### src/rtl/laser_pkg.sv
// Shared constants and FSM encoding for the laser placement coverage stage.
package laser_pkg;

    localparam int NUM_PTS   = 40;
    localparam int RADIUS_SQ = 16;
    localparam int CW        = 4;
    localparam int ADDR_W    = $clog2(NUM_PTS);
    localparam int CNT_W     = 6;

    typedef enum logic [1:0] {
        ST_IDLE   = 2'd0,
        ST_SCAN   = 2'd1,
        ST_REPORT = 2'd2
    } state_e;

endpackage

### src/rtl/laser_in_circle.sv
// Combinational point-in-circle test against the fixed radius.
// Distances are unsigned magnitudes, so a far point can never wrap back inside.
module laser_in_circle
    import laser_pkg::*;
(
    input  logic [CW-1:0] px_i,
    input  logic [CW-1:0] py_i,
    input  logic [CW-1:0] ccx_i,
    input  logic [CW-1:0] ccy_i,
    output logic          inside_o
);

    logic [CW-1:0]   dx;
    logic [CW-1:0]   dy;
    logic [2*CW-1:0] sq_x;
    logic [2*CW-1:0] sq_y;
    logic [2*CW:0]   sum;

    // Absolute differences, squares, and the squared-distance comparison.
    always_comb begin
        dx       = (px_i >= ccx_i) ? (px_i - ccx_i) : (ccx_i - px_i);
        dy       = (py_i >= ccy_i) ? (py_i - ccy_i) : (ccy_i - py_i);
        sq_x     = {{CW{1'b0}}, dx} * {{CW{1'b0}}, dx};
        sq_y     = {{CW{1'b0}}, dy} * {{CW{1'b0}}, dy};
        sum      = {1'b0, sq_x} + {1'b0, sq_y};
        inside_o = (sum <= (2*CW+1)'(RADIUS_SQ));
    end

endmodule

### src/rtl/laser_cover_counter.sv
// Scores one candidate centre: scans every stored point once and counts the
// points inside the candidate circle, optionally skipping points the other
// circle already covers.
module laser_cover_counter
    import laser_pkg::*;
(
    input  logic              CLK,
    input  logic              RST,
    input  logic              start,
    input  logic [CW-1:0]     cx,
    input  logic [CW-1:0]     cy,
    input  logic [CW-1:0]     ox,
    input  logic [CW-1:0]     oy,
    input  logic              excl_en,
    output logic [ADDR_W-1:0] rd_addr,
    input  logic [CW-1:0]     pt_x,
    input  logic [CW-1:0]     pt_y,
    output logic              busy,
    output logic              cnt_valid,
    output logic [CNT_W-1:0]  cnt
);

    state_e             state_q,     state_d;
    logic [ADDR_W-1:0]  addr_q,      addr_d;
    logic [CNT_W-1:0]   acc_q,       acc_d;
    logic [CNT_W-1:0]   cnt_q,       cnt_d;
    logic               cnt_valid_q, cnt_valid_d;
    logic [CW-1:0]      cx_q, cy_q, ox_q, oy_q;
    logic [CW-1:0]      cx_d, cy_d, ox_d, oy_d;
    logic               excl_q,      excl_d;

    logic in_cand;
    logic in_other;
    logic hit;

    laser_in_circle u_cand (
        .px_i     (pt_x),
        .py_i     (pt_y),
        .ccx_i    (cx_q),
        .ccy_i    (cy_q),
        .inside_o (in_cand)
    );

    laser_in_circle u_other (
        .px_i     (pt_x),
        .py_i     (pt_y),
        .ccx_i    (ox_q),
        .ccy_i    (oy_q),
        .inside_o (in_other)
    );

    assign hit = in_cand & ~(excl_q & in_other);

    // Next-state logic: FSM transitions, address walk, accumulation and result capture.
    always_comb begin
        // NOTE: every output of this block is given a default first, so no path leaves one unassigned and no latch is inferred.
        state_d     = state_q;
        addr_d      = addr_q;
        acc_d       = acc_q;
        cnt_d       = cnt_q;
        cnt_valid_d = 1'b0;
        cx_d        = cx_q;
        cy_d        = cy_q;
        ox_d        = ox_q;
        oy_d        = oy_q;
        excl_d      = excl_q;

        unique case (state_q)
            ST_IDLE: begin
                addr_d = '0;
                if (start) begin
                    cx_d    = cx;
                    cy_d    = cy;
                    ox_d    = ox;
                    oy_d    = oy;
                    excl_d  = excl_en;
                    acc_d   = '0;
                    state_d = ST_SCAN;
                end
            end
            ST_SCAN: begin
                acc_d = acc_q + {{(CNT_W-1){1'b0}}, hit};
                if (addr_q == ADDR_W'(NUM_PTS - 1)) begin
                    addr_d      = '0;
                    cnt_d       = acc_q + {{(CNT_W-1){1'b0}}, hit};
                    cnt_valid_d = 1'b1;
                    state_d     = ST_REPORT;
                end else begin
                    addr_d = addr_q + ADDR_W'(1);
                end
            end
            ST_REPORT: begin
                state_d = ST_IDLE;
            end
            default: begin
                state_d = ST_IDLE;
                addr_d  = '0;
            end
        endcase
    end

    // State and datapath registers; reset aborts any scan and drops the partial count.
    always_ff @(posedge CLK or posedge RST) begin
        if (RST) begin
            state_q     <= ST_IDLE;
            addr_q      <= '0;
            acc_q       <= '0;
            cnt_q       <= '0;
            cnt_valid_q <= 1'b0;
            cx_q        <= '0;
            cy_q        <= '0;
            ox_q        <= '0;
            oy_q        <= '0;
            excl_q      <= 1'b0;
        end else begin
            // NOTE: non-blocking assignments here so every register samples the pre-edge values computed above.
            state_q     <= state_d;
            addr_q      <= addr_d;
            acc_q       <= acc_d;
            cnt_q       <= cnt_d;
            cnt_valid_q <= cnt_valid_d;
            cx_q        <= cx_d;
            cy_q        <= cy_d;
            ox_q        <= ox_d;
            oy_q        <= oy_d;
            excl_q      <= excl_d;
        end
    end

    assign rd_addr   = addr_q;
    assign busy      = (state_q != ST_IDLE);
    assign cnt_valid = cnt_valid_q;
    assign cnt       = cnt_q;

endmodule

### config.mk
export PLATFORM = sky130hd
export DESIGN_NAME = laser_cover_counter
export DESIGN_NICKNAME = d
export VERILOG_FILES = /design/src/rtl/laser_pkg.sv /design/src/rtl/laser_in_circle.sv /design/src/rtl/laser_cover_counter.sv
export SDC_FILE = /design/constraint.sdc
export NUM_CORES = 1
export LEC_CHECK = 0
export BUFFER_PORTS_ARGS = -buffer_cell sky130_fd_sc_hd__clkbuf_2
export CAP_MARGIN = 20
export CORE_ASPECT_RATIO = 0.7
export CORE_MARGIN = 4
export CORE_UTILIZATION = 50
export DETAILED_ROUTE_END_ITERATION = 16
export PLACE_DENSITY_LB_ADDON = 0.25
export SYNTH_ARGS = -nofsm -noshare
export SYNTH_HDL_FRONTEND = slang
export SYNTH_SLANG_ARGS = --single-unit
### constraint.sdc
create_clock -name CLK -period 8.89 [get_ports CLK]
set_input_delay 1.778 -clock CLK [delete_from_list [all_inputs] [get_ports CLK]]
set_output_delay 1.778 -clock CLK [all_outputs]
set_load 0.005 [all_outputs]
== After elaboration in Yosys (flattened, before gate mapping) ==
Cells that the tools add are included.
Storage, ports and cells
  bits in latches: 0
  memories kept: 0
  memory bits (writable): 0
  output and inout bits: 14
  word-level logic and storage cells: 60
  bits in read-only memories: 0
  bits in registers: 38
  input bits: 28
Cells by class
  $add $sub $neg: 12
  divide/modulo/power cells: 0
  reduce and logical (&&, ||, !) cells: 7
  multiplexer cells: 13
  magnitude comparators: 6
  eq/ne operators: 5
  shift-type cells: 0
  bitwise logic cells: 3
  multipliers: 4
Operators with widths (number)
  $mul A4 B4 Y8: 4
  $sub A4 B4 Y4: 8
  $pmux W6 S2: 2
  $add A8 B8 Y9: 2
  $le A9 B5 Y1 const B: 2
  $ge A4 B4 Y1: 4
  $mux W4: 4
  $mux W6: 2
  $reduce_and A2 Y1: 4
  $add A6 B1 Y6: 1
  $add A6 B1 Y6 const B: 1
  $eq A6 B6 Y1 const B: 1
  $mux W2: 2
  $ne A2 B2 Y1 const B: 2
  $pmux W2 S2: 1
  $reduce_bool A2 Y1: 2
  $and A1 B1 Y1: 2
  $eq A2 B1 Y1 const B: 1
  $eq A2 B2 Y1 const B: 1
  $logic_not A2 Y1: 1
  $mux W1: 2
  $not A1 Y1: 1

== Longest topological paths before layout ==
Gate-level depths: netlist (run 1).
  word-level depth: 10
  gate-level depth with buffers: 29
  depth with buffers taken out: 29

== Cells and area by module ==
Synthesis (run 1) repeated with hierarchy kept, for this count alone.
Unflattened totals
  cell total of the unflattened synthesis: 476
  area, all modules: 4531.8 µm²
By module, submodules not included
  laser_cover_counter: instances 1, cells each 129, area each 1701.6 µm², seq. area each 950.9 µm²
  laser_in_circle at u_cand: instances 1, cells each 179, area each 1455.1 µm², seq. area each 0.0 µm²
  laser_in_circle at u_other: instances 1, cells each 168, area each 1375.1 µm², seq. area each 0.0 µm²

== Worst setup path after synthesis (run 1) ==
Ideal clock, no wire load.
  path type: input to register
  start: input pt_x[0]
  end: register acc_q[4]
  data arrival time: 7593 ps
  setup time: 132 ps
  stages: 27
  slack: 1165 ps
  buffers on the path: 0
  data required time: 8758 ps
  cell sequence: inv_1 -> ha_1 -> inv_1 -> fa_1 -> a21o_1 -> a221o_2 -> mux2i_1 -> xor2_1 -> or2_1 -> fa_1 -> fa_1 -> fa_1 -> inv_1 -> fa_1 -> ha_1 -> inv_1 -> fa_1 -> xor2_1 -> o211ai_1 -> nor4_1 -> nor4_1 -> ha_1 -> ha_1 -> nand3_1 -> and2_1 -> o21ai_0 -> o31ai_1
On the way
  cells in the longest elaborated chain, start to end: 10
  elaborated cells between the ends (all ways): 19
  classes of those cells: 7 x add/sub; 2 x mul; 4 x order compare; 3 x mux; 3 x bitwise
Ends and longest elaborated chain
  start, declared: line laser_cover_counter.sv:16  | input logic [CW-1:0] pt_x,
  $sub A4 B4 Y4 / $ge A4 B4 Y1 (equally long branches): line laser_in_circle.sv:21  | dx = (px_i >= ccx_i) ? (px_i - ccx_i) : (ccx_i - px_i);
  $mux W4: line laser_in_circle.sv:21
  $mul A4 B4 Y8: line laser_in_circle.sv:23  | sq_x = {{CW{1'b0}}, dx} * {{CW{1'b0}}, dx};
  $add A8 B8 Y9: line laser_in_circle.sv:25  | sum = {1'b0, sq_x} + {1'b0, sq_y};
  $le A9 B5 Y1: line laser_in_circle.sv:26  | inside_o = (sum <= (2*CW+1)'(RADIUS_SQ));
  $and A1 B1 Y1: line laser_cover_counter.sv:52  | assign hit = in_cand & ~(excl_q & in_other);
  $not A1 Y1: line laser_cover_counter.sv:52
  $and A1 B1 Y1 (*): line laser_cover_counter.sv:52
  $add A6 B1 Y6 (*): line laser_cover_counter.sv:82  | acc_d = acc_q + {{(CNT_W-1){1'b0}}, hit};
  $pmux W6 S2 (*): line laser_cover_counter.sv:68  | unique case (state_q)
  end signal, assigned: line laser_cover_counter.sv:107  | acc_q <= '0;
  end signal, assigned: line laser_cover_counter.sv:119  | acc_q <= acc_d;
  end, declared: line laser_cover_counter.sv:25  | logic [CNT_W-1:0] acc_q, acc_d;
Every way passes the cells marked *; elsewhere a longest branch is shown, timed or not.
A chain may end at the register's enable or synchronous reset.

== Final worst setup path (run 1) ==
Same ends and word-level chain as after synthesis.

==> results of run 1 <==
## state kept, by name, summed over array words and instances, names as in the netlist
register   cells
acc_q          6
cnt_valid      1
excl_q         1
cnt            6
cy_q           4
rd_addr        6
oy_q           4
state_q        2
ox_q           4
cx_q           4
## critical path: stages
cell and delay [ns]:
clkbuf_2 0.11, inv_1 0.08, ha_1 0.16, inv_1 0.05, fa_1 0.37, a21o_1 0.18, a221o_2 0.39, mux2i_1 0.18
xor2_1 0.37, or2_1 0.18, fa_1 0.43, fa_1 0.48, fa_1 0.55, inv_1 0.06, fa_1 0.55, ha_1 0.18
inv_1 0.06, fa_1 0.38, xor2_1 0.16, o211ai_1 0.09, nor4_1 0.08, nor4_1 0.35, ha_1 0.27, ha_1 0.26
nand3_1 0.17, and2_1 0.19, o21ai_0 0.16, o31ai_1 0.10
## cell type report
class / count / area (sq um)
fill: 711 / 3280
sequential: 38 / 951
clock inverter: 3 / 68.8
inverter: 78 / 293
multi-input combinational: 338 / 2790
tap: 101 / 126
clock buffer: 5 / 125
timing repair buffer: 45 / 235
## how the worst min path moves through the flow
stage / endpoint / slack, ns / cells past startpoint
detailed placement: cnt[0] / 0.46 / 2
global placement: cnt[0] / 0.46 / 2
floorplan: cnt[0] / 0.47 / 2
global route: cnt[4] / 0.53 / 2
finish: cnt[0] / 0.48 / 2
CTS: cnt[0] / 0.48 / 2
## power by group
part	internal, uW	switching (uW)
sequential	209	28.0
clock	161	76.7
combinational	663	813
total	1030	918
## routing by layer
layer  global-route usage (%)  part of all wire, %
met4                     3.16                 0.75
met2                     30.5                   45
met5                        0                    0
met3                     3.71                  4.1
met1                     28.6                   51
## cells in the mapped netlist, drive strengths merged
library cell / n / area [sq um]
inv: 78 / 293
ha: 65 / 813
nand2: 47 / 176
o21ai: 45 / 225
dfrtp: 38 / 951
fa: 30 / 601
nor2: 27 / 101
a21oi: 21 / 105
a21o: 9 / 67.6
nor2b: 9 / 56.3
or2: 8 / 50.1
xor2: 8 / 70.1
and2: 7 / 45.1
mux2i: 7 / 70.1
nand3: 6 / 30.0
o21bai: 6 / 45.0
clkbuf: 5 / 18.8
nand2b: 5 / 31.3
o211ai: 5 / 37.5
mux2: 3 / 33.8
nor4: 3 / 18.8
o21a: 3 / 22.5
xnor2: 3 / 26.3
a211oi: 2 / 15.0
a221o: 2 / 21.3
a2bb2oi: 2 / 17.5
a31oi: 2 / 12.5
nor3b: 2 / 15.0
o31ai: 2 / 15.0
a22o: 1 / 8.76
a311o: 1 / 10.0
and3: 1 / 6.26
buf: 1 / 5.00
nand3b: 1 / 7.51
nand4: 1 / 6.26
nor3: 1 / 5.00
o22ai: 1 / 6.26
o31a: 1 / 8.76
or4: 1 / 7.51
## stage by stage
| step | instance area (sq um) | total power (uW) |
|---|---|---|
| 2_1_floorplan | 4060 | 1380 |
| 3_3_place_gp | 4400 | 1640 |
| 3_5_place_dp | 4400 | 1730 |
| 4_1_cts | 4590 | 1990 |
| 5_1_grt | 4590 | 2250 |
| 6_report | 4590 | 1950 |
## cells by family (layout without fill, tap and decap cells)
| kind of cell | Yosys count | count (layout) | share of synthesized area, % |
|---|---|---|---|
| and+or+nand+nor | 119 | 119 | 13.7 |
| AOI/OAI and AO/OA | 103 | 103 | 15.2 |
| adders and majority gates | 95 | 95 | 34.9 |
| buffers and inverters | 84 | 131 | 7.80 |
| DFF | 38 | 38 | 23.4 |
| xor gates and xnor gates | 11 | 11 | 2.38 |
| muxes | 10 | 10 | 2.56 |
==> impl_results.rst, run 1 <==
.. list-table::
   :header-rows: 1

   * - Metric
     - Value
   * - Routed wire per std cell
     - 14.1 microns
   * - Standard-cell rows
     - 27
   * - Wire length reported by the detailed router
     - 8.57 mm
   * - CTS sink count
     - 38
   * - Residual antenna-violating net count after detailed routing
     - 0
   * - Gates resized, CTS repair
     - 0
   * - Number of detailed-route iterations in the first pass
     - 4
   * - Area enclosed by the die boundary
     - 0.00964 sq mm
   * - Initial Utilization
     - 51.5%
   * - Top-level port count
     - 42
   * - Minimum setup slack after placement
     - 0.434 ns
   * - Kind of critical path
     - in2reg
   * - Worst reg2reg path endpoint
     - acc_q[4]
   * - Clock buffer depth
     - 2
   * - Setup repair after global routing missed its margin
     - false
   * - Maximum clock rate
     - 122 MHz
   * - Clock transition at path regs
     - 0.06 ns
   * - Most common cell after layout, fill and taps aside
     - inv_1
   * - Number of nets in the layout
     - 629
   * - # DRC
     - 0
   * - Number of endpoints with negative hold slack in the final report
     - 0
   * - Horizontal die dimension
     - 116 microns
   * - Netlist cell types
     - 42
   * - PnR worst setup slack
     - 0.695 ns
   * - Worst setup slack for register-to-register paths
     - 2.03 ns
   * - Number of I/O port buffers
     - 41
   * - Type of element capturing the critical path
     - flop
   * - Worst-case vdd ir drop
     - 0.228 mV
   * - Via count of the first global-routing pass
     - 3302
   * - Number of H-tree branching levels
     - 2
   * - Result of the run
     - completed
   * - Insertion delay of the later-clocked pin in the worst-skew pair
     - 0.29 ns
   * - Classification of the worst-slack hold path
     - reg2reg
   * - Time the final worst path needs with I/O delays and setup
     - 8.19 ns
   * - Fin Hold WS
     - 0.476 ns
   * - Ys Warns
     - 0
   * - Kind of start point of the critical path
     - input port
   * - Final standard cell utilization of the core
     - 58.3%
   * - Post-Route Skew
     - 0.00615 ns
   * - Post-synth net total
     - 583
   * - Area added between synthesis and finish
     - 13.2%
   * - Overflow left after global routing
     - 0
   * - Clock root buffer
     - clkbuf_16
   * - Critical Path Sink
     - acc_q[4]
   * - Endpoint required time on the critical path
     - 9.05 ns
   * - Mean area per synthesized cell
     - 8.82 sq um
   * - Pin count of the biggest net entering global routing
     - 39
   * - Antenna violations before repair
     - 0
   * - Critical path peak fanout
     - 5
   * - Total leakage power
     - 0.00241 uW
   * - Final setup violation count
     - 0
   * - Initial DRC Count
     - 145
   * - Cell count after synthesis
     - 460
   * - Via density per instance
     - 5.28
   * - Critical Path AT
     - 8.35 ns
   * - Total half-perimeter wirelength after legalization and detailed placement
     - 6.98 mm
   * - Antenna cells
     - 0
   * - Post-route setup TNS
     - 0 ns
   * - Count of cells along the worst register-to-register path
     - 26
   * - Via count
     - 3210
   * - Post-synthesis cell area
     - 0.00406 sq mm
   * - Die H
     - 83.4 microns
   * - Number of non-filler instances in the completed layout
     - 608
   * - Hold path start
     - cnt[0]
   * - Slew Limit Fails
     - 0
   * - Synthesized flop and latch total
     - 38
   * - First-pass GRT wire length
     - 15.3 mm
   * - Number of buffers added for setup after CTS
     - 0
   * - Pwr Density
     - 425 mW/mm^2
   * - Proportion of layout cells with a drive suffix above 1
     - 12.8%
   * - Worst Tran Pin Value
     - 0.656 ns
   * - RD Place Congestion
     - 0.836
   * - Area of the core
     - 0.00787 sq mm
   * - Startpoint of the lowest-slack register-to-register path
     - ox_q[0]
   * - Number of cells after detailed placement
     - 600
   * - Post-synthesis sequential area ratio
     - 23.4%
   * - Max_cap viols
     - 0
   * - Commonest cells after routing, fill and taps aside
     - inv_1, ha_1, nand2_1
   * - Number of hold buffers added after CTS
     - 0
   * - Total CTS buffers
     - 5
   * - Overall global routing resource usage
     - 19.5%
   * - TritonCTS clock tree
     - done
   * - Critical path launch point
     - pt_x[0]
   * - Max-slew headroom
     - 56.2%
   * - Final worst-path cycle share
     - 92.2%
Note: power is estimated with default switching activity, not from simulation.
==> run 2: changes to the inputs <==
==> constraint.sdc (replaced) <==
create_clock -name CLK -period 8.89 [get_ports CLK]
set_input_delay 2.667 -clock CLK [delete_from_list [all_inputs] [get_ports CLK]]
set_output_delay 2.667 -clock CLK [all_outputs]
set_load 0.005 [all_outputs]
==> impl_results.rst, run 2 (synthesized netlist as in run 1, its figures left out) <==
.. list-table::
   :header-rows: 1

   * - Metric
     - Value
   * - Result of the run
     - completed
   * - TritonCTS clock tree
     - done
   * - Area added between synthesis and finish
     - 16.9%
   * - Die H
     - 83.4 microns (unchanged)
   * - CTS sink count
     - 38 (unchanged)
   * - Max-slew headroom
     - 57.5% (+1.3 points)
   * - Clock root buffer
     - clkbuf_16
   * - Final worst-path cycle share
     - 97.2% (+5.0 points)
   * - Total leakage power
     - 0.00247 uW (+2.5%)
   * - Number of non-filler instances in the completed layout
     - 626 (+3.0%)
   * - Endpoint required time on the critical path
     - 9.05 ns (about the same)
   * - Classification of the worst-slack hold path
     - reg2reg
   * - Commonest cells after routing, fill and taps aside
     - inv_1, ha_1, nand2_1
   * - Initial DRC Count
     - 145 (unchanged)
   * - Via count of the first global-routing pass
     - 3280 (-0.67%)
   * - Antenna violations before repair
     - 0 (unchanged)
   * - Total half-perimeter wirelength after legalization and detailed placement
     - 6.99 mm (+0.17%)
   * - Number of cells after detailed placement
     - 617 (+2.8%)
   * - Worst setup slack for register-to-register paths
     - 2.44 ns (+0.41 ns)
   * - Type of element capturing the critical path
     - flop
   * - Worst-case vdd ir drop
     - 0.243 mV (+6.6%)
   * - Number of detailed-route iterations in the first pass
     - 4 (unchanged)
   * - Routed wire per std cell
     - 14.2 microns (+0.75%)
   * - # DRC
     - 0 (unchanged)
   * - Proportion of layout cells with a drive suffix above 1
     - 17.5% (+4.7 points)
   * - Via count
     - 3259 (+1.5%)
   * - Number of I/O port buffers
     - 41 (unchanged)
   * - Clock buffer depth
     - 2 (unchanged)
   * - Total CTS buffers
     - 5 (unchanged)
   * - Slew Limit Fails
     - 0 (unchanged)
   * - Cell repeated most along the worst path
     - fa_1
   * - Critical Path Sink
     - acc_q[3]
   * - Top-level port count
     - 42 (unchanged)
   * - Clock transition at path regs
     - 0.06 ns (about the same)
   * - Count of cells along the worst register-to-register path
     - 26 (unchanged)
   * - Final setup violation count
     - 0 (unchanged)
   * - Pin count of the biggest net entering global routing
     - 39 (unchanged)
   * - Worst Tran Pin Value
     - 0.636 ns (-0.0199 ns)
   * - Area enclosed by the die boundary
     - 0.00964 sq mm (unchanged)
   * - Most common cell after layout, fill and taps aside
     - inv_1
   * - Insertion delay of the later-clocked pin in the worst-skew pair
     - 0.29 ns (about the same)
   * - Area of the core
     - 0.00787 sq mm (unchanged)
   * - Antenna cells
     - 0 (unchanged)
   * - Via density per instance
     - 5.21 (-1.4%)
   * - Horizontal die dimension
     - 116 microns (unchanged)
   * - Post-Route Skew
     - 0.00595 ns (-0.000198 ns)
   * - Kind of critical path
     - in2reg
   * - Initial Utilization
     - 51.5% (unchanged)
   * - Critical path peak fanout
     - 3 (-2)
   * - Critical Path Max Stage Delay
     - 0.54 ns (about the same)
   * - Critical path launch point
     - pt_y[0]
   * - Number of H-tree branching levels
     - 2 (unchanged)
   * - Overflow left after global routing
     - 0 (unchanged)
   * - Filler Cells Inserted
     - 684 (-3.8%)
   * - Residual antenna-violating net count after detailed routing
     - 0 (unchanged)
   * - Slowest CP cell
     - fa_1
   * - Time the final worst path needs with I/O delays and setup
     - 8.64 ns (+0.446 ns)
   * - Pwr Density
     - 428 mW/mm^2 (+0.66%)
   * - Overall global routing resource usage
     - 19.3% (-0.25 points)
   * - Maximum clock rate
     - 116 MHz (-5.2%)
   * - Startpoint of the lowest-slack register-to-register path
     - ox_q[0]
   * - RD Place Congestion
     - 0.845 (+1.1%)
   * - Number of nets in the layout
     - 647 (+2.9%)
   * - Standard-cell rows
     - 27 (unchanged)
   * - Wire length reported by the detailed router
     - 8.89 mm (+3.7%)
   * - Number of endpoints with negative hold slack in the final report
     - 0 (unchanged)
   * - First-pass GRT wire length
     - 15.2 mm (-1.2%)
   * - Critical Path AT
     - 8.80 ns (+0.45 ns)
   * - Worst reg2reg path endpoint
     - cnt[4]
   * - Fin Hold WS
     - 0.481 ns (+0.00479 ns)
   * - Kind of start point of the critical path
     - input port
   * - Max_cap viols
     - 0 (unchanged)
[run 2: cell types whose count changed in the layout (fill, tap and decap cells not counted), moves of 2 or more]
| cell | previous run | this run |
|---|---|---|
| buf_4 | 4 | 22 |
| ha_1 | 65 | 60 |
| ha_2 | 0 | 4 |
| o21ai_0 | 45 | 42 |
| o21ai_1 | 0 | 3 |
| clkinvlp_4 | 0 | 2 |
[run 2: how the worst min path moves through the flow]
| stage | startpoint | to | slack, ns | depth (start not counted) |
|---|---|---|---|---|
| CTS | cnt[0] | cnt[0] | 0.49 | 2 |
| global placement | cnt[0] | cnt[0] | 0.46 | 2 |
| finish | cnt[0] | cnt[0] | 0.48 | 2 |
| detailed placement | cnt[0] | cnt[0] | 0.47 | 2 |
| floorplan | cnt[0] | cnt[0] | 0.47 | 2 |
| global route | cnt[4] | cnt[4] | 0.52 | 2 |
[run 2: power breakdown]
group	internal, uW	leakage, uW	switching [uW]	total, uW
combinational	713	0.00192	866	1580
sequential	209	0.000482	28.1	237
clock	133	0.0000760	80.2	213
[run 2: area by class of cell]
type	instances	area, sq um	area share (%)
Multi-Input combinational cell	338	2830	59.7
Sequential cell	38	951	20.1
Timing Repair Buffer	63	370	7.81
Inverter	78	293	6.17
Tap cell	101	126	2.66
Clock buffer	5	125	2.64
Clock inverter	3	45.0	0.950
[run 2: what timing repair did]
| item | 4_1_cts | 5_1_grt |
|---|---|---|
| hold buffers | 0 | 0 |
| gates resized for setup | 0 | 13 |
| hold endpoints to repair | 0 | 0 |
| setup endpoints to repair | 0 | 4 |
| buffers inserted | 0 | 1 |
[run 2: critical path: cells and delay by family]
family                   cells  cell delay, ns
multiplexers                 1            0.28
adder cells (fa/ha/maj)      9            3.53
XOR/XNOR                     1            0.14
buffers and inverters        6            0.46
AND/OR/NAND/NOR              4            0.88
AO/OA/AOI/OAI                6            0.86
[run 2: routing by layer]
layer / global-route usage [%] / wire [microns] / vias up
met5: 0 / 0 / -
met4: 3.16 / 38 / 0
met3: 3.28 / 331 / 4
met2: 30.6 / 4110 / 58
met1: 28.1 / 4420 / 1553
li1: - / - / 1644
[run 2: through the flow]
step	setup WS, ns	TNS, ns	instance area [sq um]	utilization, %	total power (uW)
after floorplan	0.276	0	4060	-	1380
after global placement	0.0429	0	4520	57.5	1680
after detailed placement	-0.126	-0.237	4520	57.5	1770
after CTS	0.160	0	4690	59.6	2000
after global routing	-0.0400	-0.0715	4740	60.2	2300
final	0.249	0	4740	60.2	2030
==> run 3: changes to the inputs <==
--- a/config.mk
+++ b/config.mk
@@ -7,6 +7,8 @@
 export LEC_CHECK = 0
 export BUFFER_PORTS_ARGS = -buffer_cell sky130_fd_sc_hd__clkbuf_2
 export CAP_MARGIN = 20
+export CELL_PAD_IN_SITES_DETAIL_PLACEMENT = 0
+export CELL_PAD_IN_SITES_GLOBAL_PLACEMENT = 1
 export CORE_ASPECT_RATIO = 0.7
 export CORE_MARGIN = 4
 export CORE_UTILIZATION = 50
==> constraint.sdc (replaced) <==
create_clock -name CLK -period 10.5 [get_ports CLK]
set_input_delay 3.15 -clock CLK [delete_from_list [all_inputs] [get_ports CLK]]
set_output_delay 3.15 -clock CLK [all_outputs]
set_load 0.005 [all_outputs]
==> impl_results.rst, run 3 (synthesized netlist as in run 1, its figures left out) <==
.. list-table::
   :header-rows: 1

   * - Metric
     - Value
   * - Startpoint of the lowest-slack register-to-register path
     - ox_q[0]
   * - Hold path cells
     - 2 (unchanged)
   * - Classification of the worst-slack hold path
     - reg2reg
   * - Via count of the first global-routing pass
     - 3272 (-0.24%)
   * - Most common cell after layout, fill and taps aside
     - inv_1
   * - Standard-cell rows
     - 27 (unchanged)
   * - Worst reg2reg path endpoint
     - acc_q[4]
   * - Slew Limit Fails
     - 0 (unchanged)
   * - Cell repeated most along the worst path
     - fa_1
   * - Final worst-path cycle share
     - 90.8%
   * - RD Place Congestion
     - 0.855 (+1.1%)
   * - Post-Route Skew
     - 0.00382 ns (-0.00213 ns)
   * - Post-route total power
     - 1650 uW (-19%)
   * - Gates resized, CTS repair
     - 0 (unchanged)
   * - Proportion of layout cells with a drive suffix above 1
     - 12.8% (-4.7 points)
   * - Total half-perimeter wirelength after legalization and detailed placement
     - 6.83 mm (-2.2%)
   * - Number of hold buffers added after CTS
     - 0 (unchanged)
   * - Total leakage power
     - 0.00242 uW (-2.3%)
   * - Max-slew headroom
     - 56.6% (-0.94 points)
   * - # DRC
     - 0 (unchanged)
   * - Overall global routing resource usage
     - 19.6% (+0.36 points)
   * - Initial DRC Count
     - 136 (-6.2%)
   * - Setup repair after global routing missed its margin
     - false
   * - Area enclosed by the die boundary
     - 0.00964 sq mm (unchanged)
   * - Time the final worst path needs with I/O delays and setup
     - 9.53 ns
   * - Worst setup slack for register-to-register paths
     - 3.68 ns (+1.24 ns)
   * - Pwr Density
     - 358 mW/mm^2 (-16%)
   * - Post-route setup TNS
     - 0 ns (unchanged)
   * - Max_cap viols
     - 0 (unchanged)
   * - Result of the run
     - completed
   * - Antenna violations before repair
     - 0 (unchanged)
   * - Routed wire per std cell
     - 14.0 microns (-1.6%)
   * - Top-level port count
     - 42 (unchanged)
   * - Clock root buffer
     - clkbuf_16
   * - Hold worst-path end
     - cnt[0]
   * - Residual antenna-violating net count after detailed routing
     - 0 (unchanged)
   * - Count of cells along the worst register-to-register path
     - 26 (unchanged)
   * - Antenna cells
     - 0 (unchanged)
   * - Worst-case vdd ir drop
     - 0.191 mV (-22%)
   * - Area added between synthesis and finish
     - 13.3%
   * - Via density per instance
     - 5.21 (about the same)
   * - Die H
     - 83.4 microns (unchanged)
   * - Critical Path AT
     - 9.69 ns (+0.89 ns)
   * - Critical Path Max Stage Delay
     - 0.54 ns (about the same)
   * - Wire length reported by the detailed router
     - 8.49 mm (-4.5%)
   * - Overflow left after global routing
     - 0 (unchanged)
   * - CTS sink count
     - 38 (unchanged)
   * - Number of I/O port buffers
     - 41 (unchanged)
   * - Commonest cells after routing, fill and taps aside
     - inv_1, ha_1, nand2_1
   * - Number of buffers added for setup after CTS
     - 0 (unchanged)
   * - Type of element capturing the critical path
     - flop
   * - Number of detailed-route iterations in the first pass
     - 4 (unchanged)
   * - Number of endpoints with negative hold slack in the final report
     - 0 (unchanged)
   * - Kind of critical path
     - in2reg
   * - Final setup violation count
     - 0 (unchanged)
   * - Slowest CP cell
     - fa_1
   * - PnR worst setup slack
     - 0.970 ns (+0.721 ns)
   * - Total CTS buffers
     - 5 (unchanged)
   * - Maximum clock rate
     - 105 MHz
   * - Hold path start
     - cnt[0]
   * - Buffers plus inverters on the worst setup path
     - 5 (-1)
   * - Critical path peak fanout
     - 5 (+2)
   * - TritonCTS clock tree
     - done
   * - Horizontal die dimension
     - 116 microns (unchanged)
   * - Minimum setup slack after placement
     - 0.708 ns (+0.834 ns)
   * - Via count
     - 3166 (-2.9%)
   * - Worst Tran Pin Value
     - 0.650 ns (+0.0141 ns)
   * - Clock buffer depth
     - 2 (unchanged)
   * - Number of H-tree branching levels
     - 2 (unchanged)
   * - Kind of start point of the critical path
     - input port
   * - Initial Utilization
     - 51.5% (unchanged)
   * - Number of nets in the layout
     - 629 (-2.8%)
   * - First-pass GRT wire length
     - 15.3 mm (+0.68%)
   * - Pin count of the biggest net entering global routing
     - 39 (unchanged)
   * - Insertion delay of the later-clocked pin in the worst-skew pair
     - 0.29 ns (about the same)
   * - Endpoint required time on the critical path
     - 10.66 ns (+1.61 ns)
   * - Clock transition at path regs
     - 0.06 ns (about the same)
   * - Family with the most delay on the worst path
     - adder cells
   * - Area of the core
     - 0.00787 sq mm (unchanged)
==> run 3: cell types whose count changed in the layout (fill, tap and decap cells not counted), sizes merged <==
cell	before	now
clkbuf	46	47
buf	22	4
clkinvlp	2	0
bufinv	1	2
==> run 3: worst max path at each step <==
stage	start	endpoint	slack, ns	depth (start not counted)
2_1_floorplan	pt_x[0]	acc_q[4]	1.40	27
3_3_place_gp	pt_x[0]	acc_q[4]	0.92	28
3_5_place_dp	pt_x[0]	acc_q[4]	0.71	28
4_1_cts	pt_x[0]	acc_q[4]	0.98	28
5_1_grt	pt_x[0]	acc_q[4]	0.45	28
6_report	pt_x[0]	acc_q[4]	0.97	28
==> run 3: through the flow <==
stage          hold WS (ns)  cell area [sq um]  util (%)  std cells
6_report              0.482               4600      58.4        608
5_1_grt               0.527               4600      58.4        608
4_1_cts               0.484               4600      58.4        608
3_5_place_dp          0.469               4400      55.9        600
3_3_place_gp          0.463               4400      55.9        600
2_1_floorplan         0.470               4060         -        460
==> run 3: cell type report <==
class | instances | area [sq um]
multi-input cells | 338 | 2790
well taps | 101 | 126
flip-flops and latches | 38 | 951
inverters | 78 | 293
clock inverters | 2 | 60.1
clock buffers | 6 | 139
repair buffers | 45 | 235
fillers | 745 | 3280
==> run 3: metal layers <==
layer | global-route usage, % | part of all wire (%) | up-vias
met5 | 0 | 0 | -
met4 | 4.53 | 1.2 | 0
met3 | 3.64 | 4.2 | 12
met2 | 29.8 | 44 | 60
met1 | 29.0 | 51 | 1487
li1 | - | - | 1607
==> run 3: tightest hold or removal path: cells and delay by family (launching register included) <==
kind / cells / cell delay [ns]
and+or+nand+nor: 2 / 0.10
DFF: 1 / 0.35
==> run 3: power by group <==
| part | internal [uW] | switching (uW) | total, uW |
|---|---|---|---|
| registers | 177 | 22.9 | 200 |
| clock network | 143 | 65.1 | 208 |
| logic | 559 | 680 | 1240 |
